`src/rtl/fetch_stage.sv`:
```
// Instruction-fetch stage and IF/ID pipeline register for the 5-stage RV32I core.
// Holds the fetch PC, drives the instruction-memory address, and registers the fetched word for decode.
module fetch_stage #(
    parameter logic [31:0] RESET_PC  = 32'h0000_0000,
    parameter logic [31:0] NOP_INSTR = 32'h0000_0013
) (
    input  logic        clk,
    input  logic        rst,
    input  logic        stall,
    input  logic        redirect,
    input  logic [31:0] redirect_target,
    output logic [31:0] imem_addr,
    input  logic [31:0] imem_rdata,
    output logic [31:0] pc,
    output logic [31:0] if_id_instr,
    output logic [31:0] if_id_pc,
    output logic [31:0] if_id_pc_plus4,
    output logic        if_id_valid
);

    logic [31:0] pc_plus4;
    logic [31:0] target_aligned;
    logic        unused_target_bits;

    // Misaligned targets are silently forced to a word boundary; no trap is raised here.
    assign pc_plus4           = pc + 32'd4;
    assign target_aligned     = {redirect_target[31:2], 2'b00};
    assign unused_target_bits = ^redirect_target[1:0];
    assign imem_addr          = pc;

    // NOTE: all state is updated with non-blocking assignments so every register samples
    // the pre-edge values of pc and imem_rdata, regardless of statement order.
    always_ff @(posedge clk) begin
        if (rst) begin
            pc             <= RESET_PC;
            if_id_instr    <= NOP_INSTR;
            if_id_pc       <= RESET_PC;
            if_id_pc_plus4 <= RESET_PC + 32'd4;
            if_id_valid    <= 1'b0;
        end else if (redirect) begin
            // Redirect beats stall: the wrong-path word in IF/ID is squashed to a bubble.
            pc             <= target_aligned;
            if_id_instr    <= NOP_INSTR;
            if_id_pc       <= pc;
            if_id_pc_plus4 <= pc_plus4;
            if_id_valid    <= 1'b0;
        end else if (!stall) begin
            pc             <= pc_plus4;
            if_id_instr    <= imem_rdata;
            if_id_pc       <= pc;
            if_id_pc_plus4 <= pc_plus4;
            if_id_valid    <= 1'b1;
        end
    end

endmodule

```
`config.mk`:
```
export PLATFORM = sky130hd
export DESIGN_NAME = fetch_stage
export DESIGN_NICKNAME = d
export VERILOG_FILES = /design/src/rtl/fetch_stage.sv
export SDC_FILE = /design/constraint.sdc
export NUM_CORES = 1
export LEC_CHECK = 0
export BUFFER_PORTS_ARGS = -buffer_cell sky130_fd_sc_hd__buf_2
export CORE_MARGIN = 1
export CORE_UTILIZATION = 45
export DETAILED_ROUTE_END_ITERATION = 16
export PLACE_DENSITY_LB_ADDON = 0.1
export SLEW_MARGIN = 20
export SYNTH_ARGS = -nofsm -noshare
export SYNTH_HDL_FRONTEND = slang
export SYNTH_SLANG_ARGS = --single-unit
```
`constraint.sdc`:
```
create_clock -name clk -period 4.3 [get_ports clk]
set_input_delay 0.215 -clock clk [delete_from_list [all_inputs] [get_ports clk]]
set_output_delay 0.215 -clock clk [all_outputs]
set_load 0.05 [all_outputs]
```
---- After elaboration in Yosys (flattened, before gate mapping) ----
Cells that the tools add are included.
storage, ports and cells
  output and inout port bits .............. 161
  bits of input ports ..................... 68
  flip-flop bits (word level) ............. 129
  memories ................................ 0
  word-level logic and storage cells ...... 15
  ROM bits ................................ 0
  bits in latches ......................... 0
  memory bits (writable) .................. 0
cells by class
  multipliers ............................. 0
  reduce and logical (&&, ||, !) cells .... 1
  magnitude comparators ................... 0
  bitwise gates (word level) .............. 0
  div/mod/pow operators ................... 0
  shifts and indexed selects .............. 0
  equal/unequal tests ..................... 1
  add/sub/neg operators ................... 1
  muxes and demuxes ....................... 6
operator list
  operator               count
  $mux 32                6
  $add 32x3->32 const B  1
  $ne 2x1->1 const B     1
  $reduce_or 2->1        1

---- Longest topological paths before layout ----
Gate-level depths: netlist of the first run.
  word-level depth ........................ 3
  mapped depth ............................ 7
  mapped depth without buffers ............ 5

---- Least setup slack after synthesis of the first run ----
OpenSTA, ideal clock, no wires.
  path kind ............................... flip-flop to flip-flop
  start ................................... register pc[2], in the netlist imem_addr[2]
  end ..................................... register pc[24], in the netlist imem_addr[24]
  path slack .............................. 1.963 ns
  path buffers ............................ 0
  data required time ...................... 4.188 ns
  setup time .............................. 0.112 ns
  clock period less this slack ............ 2.337 ns
  stages on the path, launching flop included .. 6
  data arrival time ....................... 2.225 ns
  path through ............................ dfxtp_1 ha_1 nand3_1 or3_4 or2_0 a2111oi_1
between the ends
  word-level cells in the longest chain between the ends .. 3
RTL lines
  element                 RTL line  RTL
  from (decl)             14        output logic [31:0] pc,
  from (signal assigned)  42        pc <= target_aligned;
  from (signal assigned)  48        pc <= pc_plus4;
  $add 32x3->32           26        assign pc_plus4 = pc + 32'd4;
  $mux 32                 47        end else if (!stall) begin
  $mux 32                 40        end else if (redirect) begin
No other way between the ends. The select of a mux whose other input is x is not followed.
A chain may end at the register's enable or synchronous reset.

---- Worst setup path in the final report of the first run ----
  start ................................... register pc[9], in the netlist imem_addr[9]
  end ..................................... register pc[31], in the netlist imem_addr[31]
The elaborated chain is that of the path after synthesis.

==> flow_summary.yaml, run 1 <==
run_status:
  status: "finished clean"
sta:
  max-slew-margin-rel_pct: 33.0
  rsz0062_at_grt: "false"
  hold_viol_final: 0
  worst_slew_pin_slew_ns: 1.00
  setup_tns_ns: 0
  slew_viol_final: 0
  period_share_pct: 57.7
  period_needed_ns: 2.48
  final.setup_skew_ns: 0.00525
  max_freq_ghz: 0.403
  setup_viol: 0
detailed_routing:
  ant_nets: 0
  drt-initial-drc-count: 446
  wl_um: 16300
  wl_per_cell_um: 16.0
  route.detailed.drc: 0
  num_vias: 5567
  first_pass_iters: 5
  viasPerCell: 5.44
grt:
  grt_pass1_wl_um: 25600
  antenna_found_initial: 0
  grt_pass1_vias: 4917
  grt_util_all_layers_pct: 24.7
  overflow: 0
  grt_max_degree: 97
clock_network:
  hold_buffers: 0
  cts_tree: "done"
  postCtsSetupRepairBufs: 0
  path_clk_slew_ns: 0.05
  clock_latency_ns: 0.41
  cts_root_buf: "clkbuf_16"
  clockBufferDepth: 2
  htree_levels: 4
  cts.sinks: 123
  cts_inserted_buffers: 17
  cts.repair.resized: 0
place:
  place.gp.congestion: 0.834
  io_buffer_count: 218
  dp.cells: 992
  hpwlAfterDp_um: 11300
die:
  row_count: 41
  dieArea_um2: 13500
  core_area_um2: 12600
  initial_core_util_pct: 46.3
  fp.dieH_um: 116
  dieWidth_um: 116
  num_io_pins: 229
worst_setup_path:
  required_ns: 4.61
  cp_max_fo: 15
  worst_setup_path_end_kind: "flip-flop"
  critPathBufInv: 0
  critical_path.top_delay_family: "simple AND/OR/NAND/NOR gates"
  crit_type: "reg2reg"
  cp.arrival_ns: 2.79
  cp-start-kind: "flip-flop"
  worst_path_max_delay_cell: "dfxtp_1"
  cpPeakStageDelay_ns: 0.67
  crit_path_cell_trace: "and3_1 > nand4_1 > or4_1 > a311oi_1"
logic_synthesis:
  syn_inst: 687
  ys_types: 51
  syn-cell-area_um2: 5850
  synth_top_flop_cell: "dfxtp_1"
  yosysWarnings: 0
  async_flop_share_pct: 0
  synth_edf_count: 0
  ys_seq_area_share_pct: 42.1
  ys_seq_elements: 123
  syn_area_per_cell_um2: 8.51
power:
  power_mw: 3.26
  vdd_drop_max_uv: 210
  p_leak_nw: 3.27
  powerDensity_nw_per_um2: 450
  power_frac_comb_pct: 18.4
  p_sw_mw: 1.02
  internal_power_mw: 2.24
  pwr-share-seq_pct: 39.4
  pwr-share-clk_pct: 42.2
  p_sw_share_pct: 31.3
finish:
  area_delta_synth_final_pct: 24.0
  finalNonFillerCells: 1023
  layout-drive-gt1-share_pct: 30.8
  num_antenna_cells: 0
  nNetsFinal: 908
flow_run:
  drv_cap: 0
min_path:
  hp-class: "in2reg"
-- path summary, 6_finish.rpt --
path | cells after the start | slack [ns] | endpoint | start
hold / removal | 3 | 0.03 | if_id_instr[0] | imem_rdata[0]
hold reg to reg | 2 | 0.45 | if_id_pc[11] | if_id_pc[11]
setup / recovery | 4 | 1.82 | imem_addr[31] | imem_addr[9]
setup reg to reg | 4 | 1.82 | imem_addr[31] | imem_addr[9]
-- cells in the final DEF, fill, tap and decap left out, drive strengths merged, types with 19 or more instances in the layout --
cell and n:
mux2i 33, clkbuf 23, nor2 91, dfxtp 123
a211oi 21, o21ai 19, a311oi 26, a21oi 37
buf 222, nand4 19, nand2 77
-- flip-flops by register name, indices dropped and copies added (netlist names) --
name	flops
if_id_instr	32
if_id_valid	1
if_id_pc_plus4	30
imem_addr	30
if_id_pc	30
-- metal layers --
| metal | track usage, % | part of all wire (%) | wire length [um] |
|---|---|---|---|
| met5 | 0 | 0 | 0 |
| met3 | 6.69 | 8.8 | 1430 |
| met1 | 32.5 | 44 | 7260 |
| met4 | 10.2 | 1.9 | 306 |
| met2 | 38.3 | 45 | 7330 |
-- tightest hold or removal path, cell delays in order --
cell,delay [ns]
buf_2,0.07
mux2i_1,0.05
nand2_1,0.07
-- cell families (layout without fill, tap and decap cells) --
group / after synthesis / after routing / synth area share, %
simple gates: 282 / 282 / 24.8
mux: 33 / 33 / 5.65
xor+xnor: 22 / 22 / 3.30
flops: 123 / 123 / 42.1
buf+inv: 102 / 259 / 9.61
compound gates: 123 / 123 / 14.3
fa+ha+maj: 1 / 1 / 0.214
other cells: 1 / 8 / 0.0641
-- Yosys cell counts (2+ instances only) --
master / instances / area, um^2
a311oi_1: 26 / 228
a2111oi_1: 2 / 20.0
nand3_1: 12 / 60.1
nor2b_1: 3 / 18.8
nand4_1: 15 / 93.8
and2_1: 5 / 31.3
o211a_1: 2 / 20.0
clkbuf_1: 32 / 120
a221oi_1: 2 / 17.5
buf_2: 19 / 95.1
mux2i_1: 33 / 330
nor3_1: 9 / 45.0
nand4_4: 3 / 63.8
buf_1: 4 / 15.0
a21oi_1: 37 / 185
and4_1: 3 / 26.3
or2_0: 2 / 12.5
or3_1: 15 / 93.8
nand3_2: 2 / 20.0
nor4b_1: 2 / 17.5
nand4b_1: 3 / 26.3
a211oi_1: 21 / 158
nor4_1: 8 / 50.1
xnor2_1: 12 / 105
o21ai_0: 19 / 95.1
nand2_1: 77 / 289
o31ai_1: 8 / 60.1
inv_1: 6 / 22.5
nor2_1: 91 / 342
dfxtp_1: 123 / 2460
xor2_1: 10 / 87.6
a311o_1: 2 / 20.0
and3_1: 8 / 50.1
buf_4: 39 / 293
nand2b_1: 2 / 12.5
and4b_1: 3 / 30.0
or4_1: 10 / 75.1
nor3b_1: 4 / 30.0
-- power by group through the flow --
stage | registers, mW | clock network [mW] | logic (mW)
after floorplan | 1.49 | 0 | 0.289
after detailed placement | 1.31 | 0 | 0.603
after global routing | 1.30 | 1.45 | 0.639
final | 1.29 | 1.38 | 0.601
after global placement | 1.31 | 0 | 0.597
after CTS | 1.29 | 1.40 | 0.604
-- layout make-up --
type                            count  area, um^2
Clock buffer                       23         478
Clock inverter                      8        92.6
Fill cell                        1213        5370
Inverter                            6        22.5
Multi-Input combinational cell    469        2850
Sequential cell                   123        2460
Tap cell                          172         215
Timing Repair Buffer              222        1120
-- stage by stage --
step	hold WS [ns]	instance area [um^2]	util [%]	setup WS, ns
floorplan	0.340	5870	-	1.96
global placement	0.429	6680	52.9	1.91
detailed placement	0.435	6680	52.9	1.84
CTS	0.0165	7250	57.4	1.81
global route	0.0166	7250	57.4	1.62
finish	0.0317	7250	57.4	1.82
Note: power is estimated with default switching activity, not from simulation.
==> inputs of run 2 (changes only) <==
--- a/config.mk
+++ b/config.mk
@@ -7,7 +7,7 @@
 export LEC_CHECK = 0
 export BUFFER_PORTS_ARGS = -buffer_cell sky130_fd_sc_hd__buf_2
 export CORE_MARGIN = 1
-export CORE_UTILIZATION = 45
+export CORE_UTILIZATION = 44
 export DETAILED_ROUTE_END_ITERATION = 16
 export PLACE_DENSITY_LB_ADDON = 0.1
 export SLEW_MARGIN = 20
==> constraint.sdc (replaced) <==
create_clock -name clk -period 2.1 [get_ports clk]
set_input_delay 0.105 -clock clk [delete_from_list [all_inputs] [get_ports clk]]
set_output_delay 0.105 -clock clk [all_outputs]
set_load 0.05 [all_outputs]
==> flow_summary.yaml, run 2 (synthesis results as in run 1) <==
run_status:
  status: "finished clean"
die:
  num_io_pins: 229
  dieArea_um2: 13800
  core_area_um2: 12800
  row_count: 41
  dieWidth_um: 117
  fp.dieH_um: 117
  initial_core_util_pct: 45.8
grt:
  grt_util_all_layers_pct: 27.2
  grt_max_degree: 63
  antenna_found_initial: 0
  overflow: 0
  grt_pass1_wl_um: 28600
  grt_pass1_vias: 5642
flow_run:
  drv_cap: 0
min_path:
  hp-class: "in2reg"
sta:
  rsz0062_at_grt: "false"
  setup_viol: 0
  fin_ws_ns: 0.139
  slew_viol_final: 0
  worst_slew_pin_slew_ns: 0.671
  max-slew-margin-rel_pct: 55.3
  period_needed_ns: 1.96
  final.setup_skew_ns: 0.00602
  max_freq_ghz: 0.510
  period_share_pct: 93.4
  hold_viol_final: 0
  setup_tns_ns: 0
clock_network:
  cts.sinks: 123
  clock_latency_ns: 0.42
  clockBufferDepth: 2
  htree_levels: 4
  cts_root_buf: "clkbuf_16"
  postCtsSetupRepairBufs: 0
  cts_tree: "done"
  cts_inserted_buffers: 17
  path_clk_slew_ns: 0.06
worst_setup_path:
  worst_path_max_delay_cell: "dfxtp_2"
  cp_num_cells: 5
  required_ns: 2.41
  critPathBufInv: 1
  r2r_end: "imem_addr[23]"
  cp.arrival_ns: 2.27
  critical_path.top_delay_family: "simple AND/OR/NAND/NOR gates"
  r2r_cells: 5
  cp_max_fo: 9
  cpPeakStageDelay_ns: 0.41
  critPathLaunch: "imem_addr[3]"
  cp-start-kind: "flip-flop"
  crit_path_cell_trace: "and4_1 > nand4_1 > buf_4 > or3_1 > a311oi_1"
  crit_type: "reg2reg"
  r2r-start: "imem_addr[3]"
  worst_setup_path_end_kind: "flip-flop"
  crit_end: "imem_addr[23]"
  rrSetupSlack_ns: 0.14
detailed_routing:
  num_vias: 5928
  drt-initial-drc-count: 361
  first_pass_iters: 5
  ant_nets: 0
  route.detailed.drc: 0
  viasPerCell: 5.31
  wl_um: 18100
  wl_per_cell_um: 16.3
finish:
  final_cell_mix: "217 x buf_2, 110 x dfxtp_1, 91 x nor2_1"
  fillers: 1126
  multiInputGateArea_um2: 2860
  largest_reg_flops: 32
  top_register: "if_id_instr"
  layout_commonest_cell: "buf_2"
  num_antenna_cells: 0
  area_delta_synth_final_pct: 40.5
  seqCellArea_um2: 2480
  layout-drive-gt1-share_pct: 32.8
  nNetsFinal: 1000
place:
  hpwlAfterDp_um: 12000
  place.gp.congestion: 0.835
  io_buffer_count: 218
  pre_cts_slack_ns: 0.193
power:
  powerDensity_nw_per_um2: 878
  vdd_drop_max_uv: 512
  p_leak_nw: 3.72
## run 2: changes by cell type in the layout (fill, tap and decap cells not counted), moves of 2 or more
| cell | before | now |
|---|---|---|
| buf_4 | 5 | 36 |
| clkinv_2 | 5 | 0 |
| bufinv_16 | 2 | 4 |
| buf_12 | 0 | 2 |
| dlygate4sd3_1 | 0 | 59 |
| clkinv_4 | 0 | 2 |
| clkinvlp_4 | 1 | 3 |
| dfxtp_2 | 0 | 13 |
| dfxtp_1 | 123 | 110 |
## run 2: stage by stage
stage          utilization, %  hold WS (ns)  cell area, um^2  std cells  power [mW]
6_report                 64.3        0.0165             8220       1116        7.22
5_1_grt                  64.3       0.00326             8220       1116        7.47
4_1_cts                  64.2        0.0105             8210       1116        7.23
3_5_place_dp             54.5         0.327             6970       1025        3.97
3_3_place_gp             54.5         0.320             6970       1025        3.95
2_1_floorplan               -         0.230             5890        694        3.66
## run 2: metal layers
| layer | share of wire [%] | GRT usage [%] |
|---|---|---|
| met5 | 0 | 0 |
| met2 | 46 | 43.1 |
| met3 | 7.7 | 7.26 |
| met1 | 44 | 35.2 |
| met4 | 2.0 | 10.8 |
## run 2: worst min path at each step
stage | end | startpoint | cells after the start | slack, ns
2_1_floorplan | if_id_instr[0] | imem_rdata[0] | 2 | 0.23
3_3_place_gp | if_id_instr[4] | imem_rdata[4] | 3 | 0.32
3_5_place_dp | if_id_instr[1] | imem_rdata[1] | 3 | 0.33
4_1_cts | imem_addr[9] | redirect_target[9] | 3 | 0.01
5_1_grt | imem_addr[9] | redirect_target[9] | 3 | 0.003
6_report | imem_addr[9] | redirect_target[9] | 3 | 0.02
## run 2: timing repair
item | in CTS | in global routing
resized for setup | 0 | 2
hold buffers | 59 | 0
endpoints found under the hold margin | 59 | 0
endpoints found under the setup margin | 0 | 3
## run 2: layout make-up
class | instances | share of cell area (%)
Clock buffer | 23 | 5.94
Clock inverter | 9 | 1.95
Inverter | 6 | 0.274
Multi-Input combinational cell | 469 | 34.9
Sequential cell | 123 | 30.2
Tap cell | 172 | 2.62
Timing Repair Buffer | 314 | 24.2
## run 2: tightest hold or removal path, delay by kind of cell
kind                   cells  cell delay (ns)
AOI/OAI and AO/OA          1             0.06
buffers and inverters      1             0.09
and+or+nand+nor            1             0.12
## run 2: power breakdown
| group | switching [mW] | internal [mW] |
|---|---|---|
| logic | 1.02 | 0.415 |
| clock network | 1.08 | 2.12 |
| registers | 0.113 | 2.47 |
| total | 2.21 | 5.00 |
